===== config.mk =====
export PLATFORM = sky130hd
export DESIGN_NAME = d_sram_bridge
export DESIGN_NICKNAME = d
export VERILOG_FILES = /design/src/rtl/d_sram_bridge.sv
export SDC_FILE = /design/constraint.sdc
export NUM_CORES = 1
export LEC_CHECK = 0
export ABC_AREA = 1
export CAP_MARGIN = 20
export CORE_ASPECT_RATIO = 0.8
export CORE_UTILIZATION = 43
export CTS_BUF_LIST = sky130_fd_sc_hd__clkbuf_4 sky130_fd_sc_hd__clkbuf_8 sky130_fd_sc_hd__clkbuf_16
export DETAILED_ROUTE_END_ITERATION = 6
export PLACE_DENSITY = 0.9
export SKIP_CTS_REPAIR_TIMING = 1
export SLEW_MARGIN = 20
export SYNTH_ARGS = -nofsm -noshare
export SYNTH_HDL_FRONTEND = slang
export SYNTH_SLANG_ARGS = --single-unit

===== constraint.sdc =====
create_clock -name clk -period 2.7 [get_ports clk]
set_input_delay 0.675 -clock clk [delete_from_list [all_inputs] [get_ports clk]]
set_output_delay 0.675 -clock clk [all_outputs]
set_load 0.01 [all_outputs]

===== src/rtl/d_sram_bridge.sv =====
// Bridges the MEM-stage load/store port onto an SRAM-like data bus.
// One transaction at a time; the pipeline is stalled until the data phase completes.
module d_sram_bridge (
    input  logic        clk,
    input  logic        rst,
    input  logic        mem_en,
    input  logic        mem_wr,
    input  logic [3:0]  mem_sel,
    input  logic [1:0]  mem_size,
    input  logic [31:0] mem_addr,
    input  logic [31:0] mem_wdata,
    input  logic        mem_flush,
    input  logic        pipe_adv,
    output logic [31:0] mem_rdata,
    output logic        mem_stall,
    output logic        data_req,
    output logic        data_wr,
    output logic [1:0]  data_size,
    output logic [3:0]  data_wstrb,
    output logic [31:0] data_addr,
    output logic [31:0] data_wdata,
    input  logic        data_addr_ok,
    input  logic        data_data_ok,
    input  logic [31:0] data_rdata
);

    typedef enum logic [1:0] {
        ST_IDLE = 2'd0,
        ST_REQ  = 2'd1,
        ST_WAIT = 2'd2,
        ST_DONE = 2'd3
    } state_t;

    state_t      state_r;
    logic        req_r;
    logic        wr_r;
    logic [1:0]  size_r;
    logic [3:0]  wstrb_r;
    logic [31:0] addr_r;
    logic [31:0] wdata_r;
    logic [31:0] rdata_r;
    logic        discard_r;

    logic        issue_s;
    logic        in_req_s;
    logic        in_wait_s;
    logic        drop_data_s;

    // Decode of the current state plus the request-start condition.
    always_comb begin
        issue_s     = 1'b0;
        in_req_s    = 1'b0;
        in_wait_s   = 1'b0;
        drop_data_s = 1'b0;
        case (state_r)
            ST_IDLE: issue_s   = mem_en & ~mem_flush;
            ST_REQ:  in_req_s  = 1'b1;
            ST_WAIT: in_wait_s = 1'b1;
            ST_DONE: issue_s   = 1'b0;
            default: issue_s   = 1'b0;
        endcase
        // A flush arriving in the same cycle as data_ok also kills the result.
        if (in_wait_s) begin
            drop_data_s = discard_r | mem_flush;
        end else begin
            drop_data_s = 1'b0;
        end
    end

    // The stall is combinational so the very first MEM cycle is already held.
    always_comb begin
        mem_stall = issue_s | in_req_s | in_wait_s;
    end

    // Transaction FSM with registered bus outputs and load data.
    always_ff @(posedge clk or negedge rst) begin
        if (!rst) begin
            state_r   <= ST_IDLE;
            req_r     <= 1'b0;
            wr_r      <= 1'b0;
            size_r    <= 2'd0;
            wstrb_r   <= 4'b0000;
            addr_r    <= 32'd0;
            wdata_r   <= 32'd0;
            rdata_r   <= 32'd0;
            discard_r <= 1'b0;
        end else begin
            case (state_r)
                ST_IDLE: begin
                    discard_r <= 1'b0;
                    if (issue_s) begin
                        state_r <= ST_REQ;
                        req_r   <= 1'b1;
                        wr_r    <= mem_wr;
                        size_r  <= mem_size;
                        wstrb_r <= mem_wr ? mem_sel : 4'b0000;
                        addr_r  <= mem_addr;
                        wdata_r <= mem_wdata;
                    end else begin
                        state_r <= ST_IDLE;
                        req_r   <= 1'b0;
                    end
                end
                ST_REQ: begin
                    if (data_addr_ok) begin
                        // Address accepted: the data phase must be drained even if flushed.
                        state_r   <= ST_WAIT;
                        req_r     <= 1'b0;
                        discard_r <= mem_flush;
                    end else if (mem_flush) begin
                        state_r <= ST_IDLE;
                        req_r   <= 1'b0;
                    end else begin
                        state_r <= ST_REQ;
                        req_r   <= 1'b1;
                    end
                end
                ST_WAIT: begin
                    req_r <= 1'b0;
                    if (data_data_ok) begin
                        discard_r <= 1'b0;
                        if (drop_data_s) begin
                            state_r <= ST_IDLE;
                        end else begin
                            state_r <= ST_DONE;
                            rdata_r <= data_rdata;
                        end
                    end else begin
                        state_r   <= ST_WAIT;
                        discard_r <= drop_data_s;
                    end
                end
                ST_DONE: begin
                    req_r <= 1'b0;
                    if (pipe_adv || mem_flush) begin
                        state_r <= ST_IDLE;
                    end else begin
                        state_r <= ST_DONE;
                    end
                end
                default: begin
                    state_r   <= ST_IDLE;
                    req_r     <= 1'b0;
                    discard_r <= 1'b0;
                end
            endcase
        end
    end

    assign data_req   = req_r;
    assign data_wr    = wr_r;
    assign data_size  = size_r;
    assign data_wstrb = wstrb_r;
    assign data_addr  = addr_r;
    assign data_wdata = wdata_r;
    assign mem_rdata  = rdata_r;

endmodule


# Yosys cells after proc, flatten, opt, wreduce, memory -nomap -nowiden
# Cells that the tools add are included.
[classes] n_eq_ne=4 muxes=19 bitwise_logic=6 reduce_logical=7
[ops] operator="$mux W1" count=11
[ops] operator="$mux W2" count=4
[ops] operator="$pmux W2 S4" count=1
[ops] operator="$pmux W1 S3" count=2
[ops] operator="$eq A2 B2 Y1 const B" count=2
[ops] operator="$mux W4" count=1
[ops] operator="$reduce_and A2 Y1" count=2
[ops] operator="$or A1 B1 Y1" count=3
[ops] operator="$reduce_and A3 Y1" count=1
[ops] operator="$reduce_bool A3 Y1" count=1
[ops] operator="$eq A2 B1 Y1 const B" count=1
[ops] operator="$logic_not A2 Y1" count=1
[ops] operator="$ne A2 B2 Y1 const B" count=1
[ops] operator="$not A1 Y1" count=2
[ops] operator="$reduce_or A2 Y1" count=1
[ops] operator="$and A1 B1 Y1" count=1
[ops] operator="$logic_or A1 B1 Y1" count=1
[totals] register_bits=107 inputBits=110 word_cells=45

# Longest topological paths before layout
[logic_depth] word_depth=6 ltp_mapped=8 depth_no_buf=8

# Least setup slack after synthesis
# Ideal clock, no wire load.
[synth_timing] path_kind="input -> output" from="in mem_flush" to="out mem_stall" t_arrival_ns=1.090 required_ns=2.025 setup_slack_ns=0.935 cell_stages=4 path_buffers=1 cell_sequence="inv_2 > nand3_2 > buf_2 > nand3_1"
[synth_between] elab_chain_len=5
[synth_rtl] element="from (decl)" line="12" text="input logic mem_flush,"
[synth_rtl] element="$not A1 Y1" line="56" text="ST_IDLE: issue_s = mem_en & ~mem_flush;"
[synth_rtl] element="$and A1 B1 Y1" line="56"
[synth_rtl] element="$mux W1" line="55" text="case (state_r)"
[synth_rtl] element="$or A1 B1 Y1 (2 in series)" line="72" text="mem_stall = issue_s | in_req_s | in_wait_s;"
[synth_rtl] element="to (decl)" line="15" text="output logic mem_stall,"
# No other way between the ends.

# Worst setup path after layout
# Same ends and word-level chain as after synthesis.

==> impl_metrics.yaml <==
die:
  io_pins: 215
  chipHeight_um: 90.99
  rows: 32
  die_area_um2: 10300
  die_width_um: 113.2
  initial_core_util_pct: 44.30
  core_area_um2: 9609
placement:
  hpwl_um: 8393
  gp_congestion: 0.8941
  port_buffers: 214
  place_ws_ns: 0.1100
routing:
  ant_nets: 0
  drc: 0
  drt-initial-drc-count: 268
  wl_per_cell_um: 14.55
  num_vias: 4011
  wl_um: 11890
  dr.pass1.iters: 5
  viasPerCell: 4.909
timing:
  tightest_slew_ns: 0.7628
  relSlewSlack_pct: 49.15
  fin_crit_ns: 2.546
  timing.fmax_mhz: 392.7
  clock-skew-final_ns: 0.006597
  slew_viol_final: 0
  hold_viol: 0
  rsz0062_at_grt: "false"
  tns_ns: 0
  period_share_pct: 94.30
  fin_ws_ns: 0.1538
  setup_viol: 0
global_route:
  grt_pass1_wl_um: 19020
  grt_overflow: 0
  grt_max_degree: 108
  antenna_found_initial: 0
  grt_pass1_vias: 4030
  grt_usage_pct: 23.54
yosys:
  synth_edf_count: 0
  synth_ff_type: "dfrtp_1"
  ys_top_cells_by_area: "dfrtp_1 63%, nand2_1 26%, nand3_1 4.1%, buf_2 1.4%, ha_1 1.2%"
  synth_area_um2: 4257
  ys_top_cells_by_count: "290 x nand2_1, 107 x dfrtp_1, 35 x nand3_1"
  avgSynthCellArea_um2: 8.795
  synth_nets: 598
  ys_ff_latch: 107
  syn_inst: 484
  synth.most_common_cell: "nand2_1"
  synth_warnings: 0
  synthDominantCellAreaShare_pct: 62.90
  yosys.area.top_type: "dfrtp_1"
  synth_cell_types: 16
  async_flop_share_pct: 100.0
  seq_area_frac_synth_pct: 62.90
power:
  switching_share_pct: 26.44
  powerDensity_nw_per_um2: 675.8
  clockPowerShare_pct: 31.1
  combPwrFrac_pct: 25.6
  power.total_w: 0.004598
  p_switching_w: 0.001216
  ir_drop_uv: 411.0
  power.internal_w: 0.003382
  seqPwrFrac_pct: 43.4
  p_leak_nw: 3.412
setup_path:
  startpoint_type: "input pin"
  cp_max_fo: 2
  crit_type: "input pin to output port"
  required_ns: 2.03
  end_kind: "output port"
  crit_arrival_ns: 1.87
final_layout:
  final_nets: 807
  diodes: 0
  area_growth_pct: 59.85
  drive_gt1_share_pct: 4.155
clock_tree:
  htreeDepth: 3
  numCtsBuffers: 9
  clk_pin_slew_ns: 0.07
  cts_tree: "built"
  insertion_delay_ns: 0.34
  root_buffer: "clkbuf_16"
  clock_path_buffers: 2
  cts.sinks: 107
worst_hold_path:
  hold_path_class: "input pin to async pin"
status:
  outcome: "finished, final reports clean"
job:
  cap_violations: 0
## critical path: stages
cell and delay [ns]:
clkdlybuf4s50_1 0.44, inv_2 0.07, nand3_2 0.07, nand3_1 0.08
clkdlybuf4s50_1 0.53
## placed cells by master, fill, tap and decap left out, types with 2 or more instances in the layout
cell	Yosys	routed
nand2_1	290	290
dfrtp_1	107	107
clkbuf_16	0	9
nor2_1	3	3
o21ai_0	3	3
bufinv_16	0	2
buf_12	0	2
nand3_1	35	35
buf_4	6	7
clkdlybuf4s50_1	0	213
a21oi_1	2	2
inv_2	2	2
inv_1	11	11
ha_1	4	4
## kinds of logic (layout without fill, tap and decap cells)
| family | Yosys count | in the layout | share of synthesized area, % |
|---|---|---|---|
| adders and majority gates | 4 | 4 | 1.176 |
| AOI/OAI and AO/OA | 5 | 5 | 0.5878 |
| DFF | 107 | 107 | 62.90 |
| buffers and inverters | 37 | 251 | 4.850 |
| and+or+nand+nor | 331 | 331 | 30.48 |
## final timing paths
kind / from / to / slack, ns / depth (start not counted)
setup / recovery: mem_flush / mem_stall / 0.15 / 5
setup reg to reg: state_r[0]$_DFF_PN0_ / data_wdata[26]$_DFFE_PN0P_ / 0.56 / 8
hold reg to reg: mem_rdata[30]$_DFFE_PN0P_ / mem_rdata[30]$_DFFE_PN0P_ / 0.47 / 2
hold / removal: rst / mem_rdata[30]$_DFFE_PN0P_ / 0.39 / 2
min in group clk: mem_rdata[30]$_DFFE_PN0P_ / mem_rdata[30]$_DFFE_PN0P_ / 0.47 / 2
max in group asynchronous: rst / data_wdata[8]$_DFFE_PN0P_ / 1.87 / 2
## stage by stage
stage | instances | util (%) | hold WS [ns] | cell area, µm²
after CTS | 817 | 70.81 | 0.4219 | 6804
after detailed placement | 801 | 67.36 | 0.4589 | 6472
final | 817 | 70.81 | 0.3939 | 6804
after global placement | 801 | 67.36 | 0.4534 | 6472
after global routing | 817 | 70.81 | 0.4578 | 6804
after floorplan | 484 | - | 0.3794 | 4257
## flip-flops by register name, summed over array words and instances, names as in the netlist
register,flops
data_req,1
data_wr,1
data_wdata,32
data_addr,32
data_size,2
data_wstrb,4
state_r,2
discard_r,1
mem_rdata,32
## routing by layer
layer	up-vias	wire length (µm)	track usage, %
li1	1898	-	-
met1	1926	4884	27.69
met2	160	6049	41.10
met3	27	663	6.008
met4	0	291	9.430
met5	-	0	0
## power by group through the flow
stage / clock network (W) / registers, W / logic [W]
6_report: 0.00143 / 0.00199 / 0.00118
4_1_cts: 0.00147 / 0.00199 / 0.00119
5_1_grt: 0.00153 / 0.00202 / 0.00127
2_1_floorplan: 0 / 0.00213 / 0.000271
3_3_place_gp: 0 / 0.00201 / 0.00115
3_5_place_dp: 0 / 0.00202 / 0.00118
## final cells by class
cell class / count / area (µm²)
Clock inverter: 5 / 85.08
Sequential cell: 107 / 2678
Fill cell: 756 / 2805
Clock buffer: 11 / 246.5
Timing Repair Buffer: 222 / 2225
Inverter: 13 / 48.80
Tap cell: 119 / 148.9
Multi-Input combinational cell: 340 / 1373
Power figures use the tool's default switching activity.
